## src/rtl/rr_grant_sequencer16.sv

```systemverilog
// ---------------------------------------------------------------------------
// rr_grant_sequencer16
//
// 16-way round-robin arbiter. It shares one downstream resource among 16
// requesters. It issues one registered one-hot grant and the encoded winner
// index, which drives the downstream 4-bit select decoder. A grant is held
// until one of these happens: the owner asserts done, the owner drops its
// request, or the optional hold limit runs out. A released grant is always
// followed by one idle cycle before the next grant.
//
// Parameters
//   MAX_HOLD  maximum cycles a grant is held, 0 = unlimited (0..255)
//   CNT_W     hold counter width, 2**CNT_W must exceed MAX_HOLD
//
// Ports
//   clk            rising-edge clock
//   rst_n          asynchronous active-low reset
//   req_i[15:0]    request vector, bit i = requester i
//   done_i         owner releases the resource (only looked at while busy)
//   grant_o[15:0]  registered one-hot grant, zero when nothing is granted
//   grant_idx_o    index of the current or most recent winner (sticky)
//   grant_valid_o  high while a grant is active
//   busy_cycles_o  cycles the current grant has been held, zero when idle
// ---------------------------------------------------------------------------
module rr_grant_sequencer16 #(
    parameter int MAX_HOLD = 0,
    parameter int CNT_W    = 8
) (
    input  logic             clk,
    input  logic             rst_n,
    input  logic [15:0]      req_i,
    input  logic             done_i,
    output logic [15:0]      grant_o,
    output logic [3:0]       grant_idx_o,
    output logic             grant_valid_o,
    output logic [CNT_W-1:0] busy_cycles_o
);

    typedef enum logic {
        ST_IDLE = 1'b0,
        ST_BUSY = 1'b1
    } state_e;

    state_e           state_q, state_d;
    logic [15:0]      grant_q, grant_d;
    logic [3:0]       idx_q, idx_d;
    logic [3:0]       last_q, last_d;
    logic [CNT_W-1:0] cnt_q, cnt_d;

    logic [15:0]      upper_mask;
    logic [15:0]      req_upper;
    logic [15:0]      winner_onehot;
    logic [3:0]       winner_idx;
    logic             hold_expired;
    logic             release_now;

    // Returns the index of the lowest set bit. It returns 0 when no bit is
    // set. The caller only uses the result when some request is present.
    function automatic logic [3:0] lowest_set(input logic [15:0] v);
        logic [3:0] r;
        r = 4'h0;
        for (int i = 15; i >= 0; i--) begin
            if (v[i]) begin
                r = 4'(i);
            end
        end
        return r;
    endfunction

    // Round-robin search without a rotator. Requesters above the last winner
    // get first pick. If none of them is requesting, the search wraps to the
    // lowest requester overall. When last is 15 the upper mask is empty, so
    // the search naturally starts at requester 0.
    genvar gi;
    generate
        for (gi = 0; gi < 16; gi++) begin : g_sel
            assign upper_mask[gi]    = (4'(gi) > last_q);
            assign winner_onehot[gi] = (winner_idx == 4'(gi));
        end
    endgenerate

    assign req_upper  = req_i & upper_mask;
    assign winner_idx = (req_upper != 16'h0000) ? lowest_set(req_upper)
                                                : lowest_set(req_i);

    // The hold limit fires on the last allowed cycle. This keeps the grant
    // visible for exactly MAX_HOLD cycles (busy_cycles 0..MAX_HOLD-1).
    generate
        if (MAX_HOLD == 0) begin : g_no_limit
            assign hold_expired = 1'b0;
        end else begin : g_limit
            assign hold_expired = (cnt_q == CNT_W'(MAX_HOLD - 1));
        end
    endgenerate

    // All release causes merge into one condition. Coincident causes
    // therefore produce a single release.
    assign release_now = done_i | ~req_i[idx_q] | hold_expired;

    always_comb begin
        state_d = state_q;
        grant_d = grant_q;
        idx_d   = idx_q;
        last_d  = last_q;
        cnt_d   = cnt_q;
        case (state_q)
            ST_IDLE: begin
                if (req_i != 16'h0000) begin
                    state_d = ST_BUSY;
                    grant_d = winner_onehot;
                    idx_d   = winner_idx;
                    cnt_d   = '0;
                end
            end
            ST_BUSY: begin
                if (release_now) begin
                    // grant_idx stays sticky. The released owner becomes
                    // the lowest-priority requester for the next search.
                    state_d = ST_IDLE;
                    grant_d = 16'h0000;
                    cnt_d   = '0;
                    last_d  = idx_q;
                end else if (cnt_q != '1) begin
                    cnt_d = cnt_q + CNT_W'(1);
                end
            end
            default: begin
                state_d = ST_IDLE;
                grant_d = 16'h0000;
                cnt_d   = '0;
            end
        endcase
    end

    always_ff @(posedge clk or negedge rst_n) begin
        if (!rst_n) begin
            state_q <= ST_IDLE;
            grant_q <= 16'h0000;
            idx_q   <= 4'h0;
            last_q  <= 4'hF;
            cnt_q   <= '0;
        end else begin
            state_q <= state_d;
            grant_q <= grant_d;
            idx_q   <= idx_d;
            last_q  <= last_d;
            cnt_q   <= cnt_d;
        end
    end

    assign grant_o       = grant_q;
    assign grant_idx_o   = idx_q;
    assign grant_valid_o = (state_q == ST_BUSY);
    assign busy_cycles_o = cnt_q;

endmodule

```

## config.mk

```make
export PLATFORM = sky130hd
export DESIGN_NAME = rr_grant_sequencer16
export DESIGN_NICKNAME = d
export VERILOG_FILES = /design/src/rtl/rr_grant_sequencer16.sv
export SDC_FILE = /design/constraint.sdc
export NUM_CORES = 1
export LEC_CHECK = 0
export BUFFER_PORTS_ARGS = -buffer_cell sky130_fd_sc_hd__buf_2
export CORE_ASPECT_RATIO = 1.4
export CORE_MARGIN = 4
export CORE_UTILIZATION = 50
export CTS_CLUSTER_SIZE = 40
export DETAILED_ROUTE_END_ITERATION = 6
export GPL_TIMING_DRIVEN = 0
export PLACE_DENSITY = 0.79
export SLEW_MARGIN = 10
export SYNTH_ARGS = -nofsm -noshare
export SYNTH_HDL_FRONTEND = slang
export SYNTH_SLANG_ARGS = --single-unit
```

## constraint.sdc

```tcl
create_clock -name clk -period 3.1 [get_ports clk]
set_clock_uncertainty 0.15 [all_clocks]
set_input_delay 0.155 -clock clk [delete_from_list [all_inputs] [get_ports clk]]
set_output_delay 0.155 -clock clk [all_outputs]
set_load 0.01 [all_outputs]
```

Yosys cells after proc, flatten, opt, wreduce, memory -nomap -nowiden
Cells that the tools add are included.
{ "word_totals": {"reg_bits": 33, "latchBits": 0, "ramBits": 0, "romBits": 0, "in_bits": 19, "output_inout_bits": 29, "mem_count": 0} }
{ "classes": {"addsub": 1, "multipliers": 0, "n_div": 0, "magnitude_cmp": 17, "n_eq_ne": 19, "shifts": 0, "mux": 45, "bitwise_logic": 4, "n_reduce_logical": 7} }
{ "ops": {"columns": ["cell", "n"], "rows": [
  ["4-bit two-way mux", 33],
  ["4-bit == test (second input constant)", 8],
  ["4-bit > comparator (first input constant)", 8],
  ["16-bit two-way mux", 2],
  ["16-bit one-hot mux with 2 select lines", 1],
  ["16-bit nonzero test", 2],
  ["8-bit two-way mux", 3],
  ["16-bit AND", 1],
  ["4-bit by 3-bit == test with 1-bit output (second input constant)", 4],
  ["3-bit by 4-bit > comparator with 1-bit output (first input constant)", 4],
  ["8-bit one-hot mux with 2 select lines", 1],
  ["8-bit by 1-bit adder with 8-bit output (second input constant)", 1],
  ["4-bit by 2-bit == test with 1-bit output (second input constant)", 2],
  ["1-bit by 4-bit > comparator with 1-bit output (first input constant)", 2],
  ["2-bit by 4-bit > comparator with 1-bit output (first input constant)", 2],
  ["8-bit inequality test (second input constant)", 1],
  ["2-bit AND reduction", 4],
  ["4-bit by 5-bit less-than comparator with 1-bit output (second input constant)", 1],
  ["1-bit binary-select mux with 4-bit select", 1],
  ["4-bit by 1-bit == test with 1-bit output (second input constant)", 1],
  ["4-bit zero test", 1],
  ["1-bit two-way mux", 3],
  ["3-bit by 1-bit inequality test with 1-bit output (second input constant)", 1],
  ["2-bit by 1-bit inequality test with 1-bit output (second input constant)", 1],
  ["other kinds (4)", 5]
]} }

Depth between registers and ports, before layout
Gate-level depths: netlist of run 1.
{ "logic_depth": {"word_depth": 22, "depth_mapped": 9, "ltp_nobuf": 7} }

Worst setup path before layout of run 1
No wires, ideal clock.
{ "synth_path": {"path_type": "register to register", "startpoint": "register idx_q[0], in the netlist grant_idx_o[0]", "endpoint": "register grant_q[0], in the netlist grant_o[0]", "arrival_time_ns": 2.126, "required_ns": 2.828, "slack_ns": 0.702, "path_stages_with_launch": 10, "n_path_buf": 2, "synth_period_minus_slack_ns": 2.398, "cell_sequence": "dfrtp_1 -> buf_6 -> mux4_1 -> mux4_2 -> nand2b_1 -> inv_1 -> nand2_2 -> o21ai_4 -> buf_6 -> a32o_1"} }
{ "synth_between": {"elab_chain_cells": 6} }
{ "synth_lines": {"columns": ["element", "line", "rtl"], "rows": [
  ["start: declaration", "46", "logic [3:0] idx_q, idx_d;"],
  ["start signal: assignment", "145", "idx_q <= idx_d;"],
  ["1-bit binary-select mux with 4-bit select", "98", "assign release_now = done_i | ~req_i[idx_q] | hold_expired;"],
  ["1-bit two-way mux (not written as such)", "98", null],
  ["1-bit NOT", "98", null],
  ["1-bit OR", "98", null],
  ["2-bit by 1-bit inequality test with 1-bit output (no line)", null, null],
  ["2-bit AND reduction (no line)", null, null],
  ["end signal: assignment", "144", "grant_q <= grant_d;"],
  ["end: declaration", "45", "logic [15:0] grant_q, grant_d;"]
]} }
Every way passes these cells. The select of a mux whose other input is x is not followed.
A chain may end at the register's enable or synchronous reset.

Worst setup path in the final report of run 1
{ "layout_path": {"startpoint": "register last_q[2]", "endpoint": "register grant_q[9], in the netlist grant_o[9]"} }
{ "layout_between": {"elab_chain_cells": 22, "elab_cells_between_ends": 38, "cone_classes": "order compare (16); eq/ne (1); mux (19); bitwise (1); reduce/logical (1)"} }
{ "layout_lines": {"columns": ["element", "line", "rtl"], "rows": [
  ["start: declaration", "47", "logic [3:0] last_q, last_d;"],
  ["start signal: assignment", "146", "last_q <= last_d;"],
  ["4-bit > comparator", "77", "assign upper_mask[gi] = (4'(gi) > last_q);"],
  ["16-bit AND *", "82", "assign req_upper = req_i & upper_mask;"],
  ["4-bit two-way mux (16 in series)", "63", "if (v[i]) begin"],
  ["4-bit two-way mux *", "83", "assign winner_idx = (req_upper != 16'h0000) ? lowest_set(req_upper)"],
  ["4-bit == test *", "78", "assign winner_onehot[gi] = (winner_idx == 4'(gi));"],
  ["16-bit two-way mux *", "108", "if (req_i != 16'h0000) begin"],
  ["16-bit one-hot mux with 2 select lines *", "106", "case (state_q)"]
]} }
Every way passes the cells marked *; elsewhere a longest branch is shown, timed or not. The select of a mux whose other input is x is not followed.

==> results list, run 1 <==
* Result of the run: finished clean
- GPL Wtd Cong: 0.892
* Commonest cells after routing, fill and taps aside: sky130_fd_sc_hd__buf_2 (49), sky130_fd_sc_hd__dfrtp_1 (29), sky130_fd_sc_hd__nand2_1 (19)
* Classification of the worst-slack hold path: primary input to flip-flop
- Power share of the sequential group: 0.314
* Register-to-register setup slack: between 0.4 and 0.5 ns
- Drc violations: 0
- The number of antenna violations at the first check in global routing was 0.
* Leakage: 0.00118 uW
- The Yosys step of the flow raised 0 warnings.
- In this run, the number of DRC markers left after iteration 0 of detailed routing was 144.
- Summing all flip-flop and latch instances after layout gives ~830 um2.
* Setup total negative slack: 0 ns
* Cell area after synthesis: 2170 um2
* Post-synthesis register bit count: 33
- The final layout contains routed wiring with a total length of 5.54 mm.
* Final Hold Vio Count: 0
- Final setup viols: 0
- In this run the tightest slew margin relative to its limit is 0.523.
- Post-route minimum period: around 2.7 ns
- The critical path in this run is classified as flip-flop to flip-flop.
- 0 antenna diodes ended up in the layout.
* Net count after synthesis: 238
* Pin count of the biggest net entering global routing: 34
- Buffers inserted during clock tree synthesis total 5.
* Cell variety after synth: 56
* Area of combinational cells with multiple inputs: 1240 um2
* Layout fillers: ~380
- Measured along the x axis, the die boundary spans 63.7 um.
* Pwr/cell area: 871 nW/um2
- Across the run, the number of max-cap violations was 0.
- Ratio of final minimum period to clock period: 0.866
* Mapped Cells: 218
- Io pins: 48
- The share of the Yosys chip area taken by registers is 0.383.
- The via count of the first global-routing pass was 1,896.
- In this run the mean area of a mapped cell was ~9.9 um2.
- Type of element launching the critical path: flip-flop
- Of the cells placed in the final design, the portion with a size suffix greater than 1 is 0.299.
- TritonCTS built the clock tree.
- FFs w/ async S/R, synth: 1.00
- In this design, the stage delay of the slowest critical-path cell is 0.59 ns.
- IR analysis of the VDD net gives a maximum drop of 0.393 mV.
- Internal power: around 1300 uW
- For this block, the via count after detailed routing is 2,041.
- Die height: 85.9 um
* Combinational group share of total power: 0.546
- Pre-Repair DR Iteration Count: 4
- Once detail routing completed, the nets flagged for antenna violations numbered 0.
- Of the total power, the clock network draws 0.140.
* Flip-flop cell with the highest count after synthesis: sky130_fd_sc_hd__dfrtp_1
* EDFF count, synth: 0
* Count of final max-slew check failures: 0
- For this configuration, the core starts out at a cell density of 0.516.
- The core region is 4200 um2.
* GR Overflow Total: 0
* Crit-path cells: clkbuf_1, o21ai_0, nand2_1, a21o_1, o221ai_1, o22ai_1, o311ai_2, a32o_1
- In the routed layout, each cell is associated on average with a via count of 6.40.
- Compared with the post-synthesis result, the final layout area differs by 17.7%.
- The library cell used most frequently in the layout, excluding fill and tap cells, is sky130_fd_sc_hd__buf_2.
* Critical path arrival: 2.71 ns
* Sink Count: 33
- After the last flow step, the layout net total stands at 293.
- Highest achievable clock rate: 0.372 GHz
* Slowest cell on the critical path: sky130_fd_sc_hd__dfstp_2
* Gr usage total: 0.218
* Register clock-pin slew on the reported worst setup and hold paths: 0.06 ns
- Required time of the worst setup path: 3.13 ns
* Port Buffer Count: 47
- Sort of element at the end of the critical path: flip-flop
- The first global-routing pass estimated between 9 and 10 mm of wire.
* Unrepaired setup endpoints after global routing: no
* Critical Path Fanout Max: 10
* Post-route total power: 2220 uW
* CTS-repair resized insts: 0
- Total number of H-tree levels: 2
- For this design the total switching power over the nets is 968 uW.
- Final HPWL DP: 4.12 mm
- Clock latency on the worst-skew pair, taken at its later pin, is 0.29 ns.
* Switch share: 0.435
* CTS Root Cell: sky130_fd_sc_hd__clkbuf_8
* Std cell rows: 28
- Pin slew with the least headroom to its limit: 0.716 ns
- Longest Clk Path Bufs: 2
- Die ar.: 5470 um2
- Drt wl/cell: 17.4 um
[flip-flops by register name, summed over array words and instances, names as in the netlist]
| signal | flops |
|---|---|
| busy_cycles_o | 8 |
| grant_o | 16 |
| last_q | 4 |
| grant_idx_o | 4 |
| grant_valid_o | 1 |
[logic make-up after synthesis]
family                     Yosys count  synth area share
buffers and inverters               15            0.0444
muxes                               10            0.0842
and+or+nand+nor                     85             0.204
AOI/OAI and AO/OA                   68             0.254
adders and majority gates            1           0.00577
xor gates and xnor gates             6            0.0242
DFF                                 33             0.383
[synth_stat cells, types with 3 or more instances]
master	number	area [um2]
sky130_fd_sc_hd__dfrtp_1	29	726
sky130_fd_sc_hd__nor2_1	17	63.8
sky130_fd_sc_hd__buf_6	5	56.3
sky130_fd_sc_hd__o21ai_0	7	35.0
sky130_fd_sc_hd__nand2b_1	6	37.5
sky130_fd_sc_hd__nand2_1	19	71.3
sky130_fd_sc_hd__clkbuf_1	4	15.0
sky130_fd_sc_hd__a31oi_1	3	18.8
sky130_fd_sc_hd__a21oi_1	8	40.0
sky130_fd_sc_hd__mux4_1	4	105
sky130_fd_sc_hd__mux2_2	4	45.0
sky130_fd_sc_hd__nor2b_1	6	37.5
sky130_fd_sc_hd__dfstp_2	4	105
sky130_fd_sc_hd__nor3_1	5	25.0
sky130_fd_sc_hd__and2_1	8	50.1
sky130_fd_sc_hd__a32o_1	16	160
sky130_fd_sc_hd__nor4_1	5	31.3
sky130_fd_sc_hd__o22ai_1	3	18.8
sky130_fd_sc_hd__nand3_1	5	25.0
sky130_fd_sc_hd__xnor2_1	6	52.6
sky130_fd_sc_hd__nand4_1	5	31.3
sky130_fd_sc_hd__inv_1	4	15.0
[path summary, 6_finish.rpt]
check	start	end	depth (start not counted)
max in group asynchronous	rst_n	grant_o[5]	2
min in group asynchronous	rst_n	busy_cycles_o[7]	2
min	done_i	grant_valid_o	5
max reg2reg	last_q[2]	grant_o[9]	8
max	last_q[2]	grant_o[9]	8
min reg2reg	grant_o[3]	grant_o[3]	1
[power groups by stage]
stage / clock network [uW] / registers, uW / logic, uW
6_report: 311 / 698 / 1210
5_1_grt: 339 / 721 / 1340
4_1_cts: 319 / 697 / 1210
3_5_place_dp: 0 / 699 / 1200
3_3_place_gp: 0 / 701 / 1180
2_1_floorplan: 0 / 716 / 838
[metal layers]
metal / global-route usage / part of all wire / up-vias
met3: 0.0354 / 0.057 / 10
met4: 0.104 / 0.024 / 0
met1: 0.264 / 0.40 / 988
met5: 0 / 0 / -
li1: - / - / 962
met2: 0.375 / 0.51 / 81
[stage by stage]
stage          worst slack [ns]  area [um2]  utilization  hold WS [ns]  std cells
3_5_place_dp              0.472        2460        0.585        0.0990        310
2_1_floorplan             0.702        2170            -        -0.291        218
5_1_grt                   0.161        2550        0.607         0.362        319
3_3_place_gp              0.503        2460        0.585        0.0929        310
6_report                  0.415        2550        0.607         0.273        319
4_1_cts                   0.445        2550        0.607         0.275        319
[layout make-up]
type	count	area share
multi-input cells	170	0.486
repair buffers	48	0.0961
clock inverters	2	0.00392
clock buffers	6	0.0284
inverters	4	0.00588
plain buffers	11	0.0319
flip-flops and latches	33	0.325
well taps	45	0.0221
[worst max-delay path, delay by kind of cell (launching register included)]
family / cells / cell delay (ns)
AOI/OAI and AO/OA: 6 / 1.30
DFF: 1 / 0.59
buffers and inverters: 1 / 0.36
and+or+nand+nor: 1 / 0.17
[timing repair]
| item | 4_1_cts | 5_1_grt |
|---|---|---|
| buffers inserted | 0 | 0 |
| hold buffers | 1 | 0 |
| endpoints found under the hold margin | 29 | 0 |
| setup endpoints to repair | 0 | 0 |
No activity file was read; power rests on OpenSTA's default activity.
==> run 2, diff against run 1 <==
--- a/config.mk
+++ b/config.mk
@@ -12,7 +12,7 @@
 export CTS_CLUSTER_SIZE = 40
 export DETAILED_ROUTE_END_ITERATION = 6
 export GPL_TIMING_DRIVEN = 0
-export PLACE_DENSITY = 0.79
+export PLACE_DENSITY = 0.84
 export SLEW_MARGIN = 10
 export SYNTH_ARGS = -nofsm -noshare
 export SYNTH_HDL_FRONTEND = slang
==> run 2 against run 1 <==
- total power rose by 3.9%
- fmax up 2.2%
- sequential cell count did not move
- via count down 0.39%
- clock power increased by 33%
- design area increased by 1.3%
- combinational power hardly changed
- cell count unchanged
- worst setup slack improved by 0.058 ns
- utilization grew 0.80 points
- non-clock buffer count did not move
- die area is the same
- largest cell class unchanged
- highest routed layer unchanged
==> results list, run 2 (synthesis results as in run 1) <==
- Once layout is done, the placed cells without fillers occupy 2590 um2.
- The clock drives 33 sinks.
- Most common cell after layout, fill and taps aside: sky130_fd_sc_hd__buf_2
- Initial drt markers: 109
- For the worst-skew pair, the clock arrives at the later sink with an insertion delay of 0.29 ns.
- Layout fillers: 381
- The wire-length estimate of the detail-placed layout is 4.16 mm.
- The worst setup path is launched from a flip-flop.
* Switch share: 0.411
* Slowest cell on the critical path: sky130_fd_sc_hd__dfstp_2
- Power share of the sequential group: 0.300
- Leaving out fill and tap cells, the most frequent cells in the layout are sky130_fd_sc_hd__buf_2 (49), sky130_fd_sc_hd__dfrtp_1 (29), sky130_fd_sc_hd__nand2_1 (19).
- The share of total power dissipated in the clock network is 0.180.
- Post-route minimum period: 2.63 ns
* CTS Root Cell: sky130_fd_sc_hd__clkbuf_8
- The initial utilization of the core area, before any placement, comes to 0.516.
- Placed Cells incl. Taps: 310
- In the global route stage, overall resource usage came out at 0.212.
* Std cell rows: 28
- Critical path arrival: 2.65 ns
* Placement-stage cell area: 2460 um2
* Internal power: 1360 uW
- Routability-driven placement finished with a final weighted congestion of 0.988.
* Max stage delay on crit path: about 0.55 ns
- Drc violations: 0
* Max-cap violations: 0
- Fraction of final layout cells with drive strength greater than 1: 0.299
- Headroom to the max-slew limit came out at 0.518.
- Total number of H-tree levels: 2
- The worst setup path is of the flip-flop to flip-flop kind.
* Met1 demand-to-capacity share in global routing: 0.248
- Once layout is complete, the utilization of the core stands at 0.615.
* Longest Clk Path Bufs: 2
- Input and output buffers added on the ports amount to between 40 and 50.
* GR Util met2: 0.379
- The first global-routing pass estimated 9.20 mm of wire.
- Number of global-route vias before repair: 1,941
- Detailed routing inserted a total of 2,033 vias.
- Register clock-pin slew on the reported worst setup and hold paths: about 0.070 ns
- Pwr/cell area: 894 nW/um2
* Die Span X: 63.7 um
- Unrepaired setup endpoints after global routing: no
* Die height: 85.9 um
- The final-report hold violation count is 0.
* Drt wl/cell: 17.0 um
- For this design the static power due to leakage is 0.00120 uW.
- The number of antenna violations at the first check in global routing came to 0.
- The final layout contains routed wiring with a total length of 5.42 mm.
- In this run the remaining antenna-violating nets after routing total 0.
* Finished Layout Cells: roughly 320
* Highest achievable clock rate: 0.381 GHz
- Hold is met by ~0.26 ns.
* M3 GR Usage: 0.0315
- Across all register-to-register paths, the minimum setup slack is 0.47 ns.
- The path class of the tightest hold or removal check is primary input to flip-flop.
* Pre-Repair DR Iteration Count: 4
* Pin count of the biggest net entering global routing: 34
- Clock buffers created by TritonCTS: 5
- Area Growth Syn to Fin: 19.3%
- The signal on the critical path passes through clkbuf_1, o31ai_1, o21ai_0, and4bb_1, nand2_1, o311a_2, buf_6, a32o_1.
- For the pin with the worst max-slew slack, the measured transition is 0.723 ns.
- Setup violations remaining at the end of the flow were counted as 0.
- Setup total negative slack on the finished layout was measured at 0 ns.
* ANT cells: 0
- The worst setup path is captured at a flip-flop.
* GR Overflow Total: 0
- The run finished with clean final reports.
- Critical Path Fanout Max: 10
- The worst-case IR drop observed on VDD is roughly 0.37 mV.
- Die ar.: 5470 um2
* Combinational group share of total power: 0.521
* Layout net count: 293
- Switching component of the power: 949 uW
* Area of the core: between 4000 and 5000 um2
- Vias/cell: 6.37
* Max reg flops: 16
- TritonCTS built the clock tree.
- The number of gates resized after CTS was 0.
- The max-slew violation count came to 0.
- Dividing the final minimum period by the clock period gives 0.848.
- Required time of the worst setup path: 3.12 ns
- In this run the most used layer during global routing was met2.
- Io pins: 48
-- run 2: per-layer routing --
metal  up-vias  wire, um
met4         0       160
met2        85      2880
li1        957         -
met5         -         0
met3        12       290
met1       979      2090
-- run 2: repair_timing --
| item | in CTS | in global routing |
|---|---|---|
| buffers inserted | 0 | 0 |
| hold buffers | 1 | 0 |
| endpoints found under the hold margin | 29 | 0 |
-- run 2: layout make-up --
class                   instances  area [um2]  share of cell area
multi-input cells             170        1240               0.480
well taps                      45        56.3              0.0218
clock inverters                 1        30.0              0.0116
inverters                       4        15.0             0.00581
repair buffers                 48         245              0.0948
plain buffers                  11        81.3              0.0314
clock buffers                   7        86.3              0.0334
flip-flops and latches         33         831               0.321
-- run 2: worst paths after layout --
check,startpoint,endpoint,depth (start not counted)
hold reg to reg,grant_o[2],grant_o[2],1
max in group asynchronous,rst_n,busy_cycles_o[4],2
min in group asynchronous,rst_n,busy_cycles_o[0],2
hold / removal,done_i,last_q[3],5
setup / recovery,last_q[0],grant_o[10],8
setup reg to reg,last_q[0],grant_o[10],8
-- run 2: per-stage QoR --
stage          total power, uW  setup slack (ns)
2_1_floorplan             1550             0.702
3_3_place_gp              1870             0.532
3_5_place_dp              1900             0.501
4_1_cts                   2320             0.479
5_1_grt                   2480             0.256
6_report                  2310             0.473
-- run 2: power groups by stage --
stage | logic (uW) | registers [uW] | clock network, uW
CTS | 1200 | 692 | 419
global route | 1330 | 716 | 437
floorplan | 838 | 716 | 0
finish | 1200 | 693 | 415
detailed placement | 1200 | 695 | 0
global placement | 1170 | 697 | 0
-- run 2: critical path: cells and delay by family, from the launching register on --
family,cells,cell delay (ns)
flops,1,0.55
compound gates,4,0.95
buf+inv,2,0.49
simple gates,2,0.36
==> run 3, diff against run 2 <==
--- a/config.mk
+++ b/config.mk
@@ -8,11 +8,11 @@
 export BUFFER_PORTS_ARGS = -buffer_cell sky130_fd_sc_hd__buf_2
 export CORE_ASPECT_RATIO = 1.4
 export CORE_MARGIN = 4
-export CORE_UTILIZATION = 50
+export CORE_UTILIZATION = 49
 export CTS_CLUSTER_SIZE = 40
 export DETAILED_ROUTE_END_ITERATION = 6
 export GPL_TIMING_DRIVEN = 0
-export PLACE_DENSITY = 0.84
+export PLACE_DENSITY = 0.86
 export SLEW_MARGIN = 10
 export SYNTH_ARGS = -nofsm -noshare
 export SYNTH_HDL_FRONTEND = slang
==> constraint.sdc (replaced) <==
create_clock -name clk -period 2.3 [get_ports clk]
set_clock_uncertainty 0.15 [all_clocks]
set_input_delay 0.115 -clock clk [delete_from_list [all_inputs] [get_ports clk]]
set_output_delay 0.115 -clock clk [all_outputs]
set_load 0.01 [all_outputs]
==> run 3 against run 2 <==
- critical endpoint is now grant_o[6]
- critical path type unchanged
- clock power is 8.9% higher
- combinational power up 84%
- critical path depth up 1
- the flow now finishes with violations (setup timing)
==> results list, run 3 (synthesis results as in run 1) <==
- 0 antenna diodes ended up in the layout.
- For this run, the detailed router's first-pass iteration total came to 4.
- Port Buffer Count: 47
- Area Growth Syn to Fin: 33.8%
* GR Overflow Total: 0
- After detailed routing, the number of vias per cell comes to between 6 and 7.
* GPL Wtd Cong: between 0.9 and 1
* Highest achievable clock rate: 0.407 GHz
* CTS Root Cell: sky130_fd_sc_hd__clkbuf_8
- By startpoint and endpoint, the worst setup path is classified as flip-flop to flip-flop.
- Area of the core: between 4000 and 5000 um2
* DR vias: approximately 2,200
- Detailed placement finished with a half-perimeter wire length of 4.13 mm.
- Entering global routing, the biggest net connects 34 pins.
* Drt wl/cell: between 15 and 20 um
- Max reg flops: 16
- Unrepaired setup endpoints after global routing: yes
- Worst slack on hold paths: 0.263 ns
* Setup slack after layout: -0.156 ns
* Initial drt markers: 169
- In the finished design, the share of the clock period the worst path needs comes to 1.07.
* Die ar.: ~5600 um2
* Classification of the worst-slack hold path: primary input to async pin
* Clock buffers created by TritonCTS: 5
- The final reports fail on setup timing.
* Die Span X: ~64 um
- The via count of the first global-routing pass is ~2,100.
- Leaving out filler cells and counting taps, the final layout contains 353.
* Std cell rows: 28
- In the final layout, the share of cells above drive strength 1 is 0.440.
* Final ANT Viol Nets: 0
- At the worst endpoint, the required time is about 2.3 ns.
- For this configuration, the core starts out at a cell density of 0.512.
- The clock tree synthesis step divided the H-tree into 2 levels.
- The worst setup path is captured at a flip-flop.
* Final setup viols: 27
- Counting tap cells, the placed design contains a total of 325 instances.
- After clock tree synthesis, the clock-pin slew on the worst setup and hold paths is 0.07 ns.
- Pin slew with the least headroom to its limit: 0.881 ns
- Commonest cells after routing, fill and taps aside: sky130_fd_sc_hd__buf_2 (48), sky130_fd_sc_hd__dfrtp_1 (28), sky130_fd_sc_hd__buf_4 (17)
* Max-cap violations: 0
* Normalized max-slew margin: 0.408
- Longest Clk Path Bufs: 2
* Sum of routed wire length over all layers: 6.24 mm
- In the global route stage, overall resource usage came out at 0.225.
* Sink Count: 33
- Summed over all cells, the static leakage comes to 0.00131 uW.
- Drc violations: 0
- At the end of the flow, the number of nets in the layout was 312.
- The library cell used most frequently in the layout, excluding fill and tap cells, is sky130_fd_sc_hd__buf_2.
* Post-route minimum period: ~2.5 ns
- Io pins: 48
- Worst IR Drop VDD: around 0.55 mV
- Antenna violations before repair: 0
- Critical Path Fanout Max: 8
- The run finished, with violations left.
- Final Hold Vio Count: 0
- Clock Latency Late Sink: 0.29 ns
- The first global-routing pass estimated 9.77 mm of wire.
- Dividing total power by cell area gives a power density of 1250 nW/um2.
- TritonCTS built the clock tree.
- Die height: between 80 and 90 um
* Critical path arrival: ~2.5 ns
- The max-slew violation count is 0.
- STA classifies the critical path startpoint as a flip-flop.
==> run 3: changes by cell type in the layout (fill, tap and decap cells not counted), moves of 3 or more <==
cell / delta
sky130_fd_sc_hd__buf_4: +17
sky130_fd_sc_hd__buf_6: +4
sky130_fd_sc_hd__mux2_2: -3
sky130_fd_sc_hd__mux2_4: +3
sky130_fd_sc_hd__mux4_1: -3
sky130_fd_sc_hd__mux4_2: +3
sky130_fd_sc_hd__nand2_1: -3
sky130_fd_sc_hd__nand2_2: +3
sky130_fd_sc_hd__nor2_1: -6
sky130_fd_sc_hd__nor2_2: +4
sky130_fd_sc_hd__o21ai_0: -3
==> run 3: critical path: stages, from the launching register on <==
cell,delay (ns)
sky130_fd_sc_hd__dfrtp_1,0.36
sky130_fd_sc_hd__buf_6,0.14
sky130_fd_sc_hd__mux4_2,0.50
sky130_fd_sc_hd__mux4_2,0.46
sky130_fd_sc_hd__nand2b_1,0.10
sky130_fd_sc_hd__inv_1,0.06
sky130_fd_sc_hd__nand2_2,0.09
sky130_fd_sc_hd__o21ai_4,0.11
sky130_fd_sc_hd__buf_6,0.16
sky130_fd_sc_hd__a32o_1,0.20
==> run 3: stage by stage <==
stage	cell area, um2	worst slack [ns]	util	total power [uW]	TNS, ns
3_3_place_gp	2480	-0.312	0.586	2580	-5.91
4_1_cts	2740	-0.110	0.645	3290	-1.92
5_1_grt	2900	-0.286	0.684	3860	-6.69
3_5_place_dp	2480	-0.305	0.586	2610	-5.77
6_report	2900	-0.156	0.684	3620	-3.05
2_1_floorplan	2170	-0.0576	-	2140	-0.822
==> run 3: final timing paths <==
path,startpoint,to,slack (ns),cells past startpoint
setup / recovery,grant_idx_o[0],grant_o[6],-0.16,9
min in group clk,req_i[0],grant_valid_o,0.30,5
setup reg to reg,grant_idx_o[0],grant_o[6],-0.16,9
hold / removal,rst_n,busy_cycles_o[7],0.26,2
hold reg to reg,grant_o[9],grant_o[9],0.34,1
max in group asynchronous,rst_n,grant_idx_o[1],1.24,2
==> run 3: metal layers <==
metal  up-vias  routed length (um)  global-route usage
met5         -                   0                   0
met4         0                 245               0.112
met3        23                 453              0.0389
met2       114                3260               0.411
met1      1092                2280               0.249
li1        999                   -                   -
==> run 3: cell type report <==
class | instances | area [um2]
Multi-Input combinational cell | 171 | 1400
Fill cell | 332 | 1340
Sequential cell | 33 | 832
Timing Repair Buffer | 68 | 400
Clock buffer | 8 | 90.1
Buffer | 9 | 90.1
Tap cell | 60 | 75.1
Inverter | 4 | 15.0
==> run 3: report_power, final <==
part	internal (uW)	switching (uW)	total, uW
Sequential	769	181	950
Combinational	1070	1150	2210
Clock	244	208	452
Total	2080	1540	3620
==> run 3: timing repair <==
action | 4_1_cts | 5_1_grt
endpoints found under the setup margin | 29 | 31
endpoints found under the hold margin | 29 | 0
hold buffers | 1 | 0
setup buffers | 14 | 3
cloned | 3 | 1
gates resized for setup | 16 | 35
pin swaps | 3 | 15
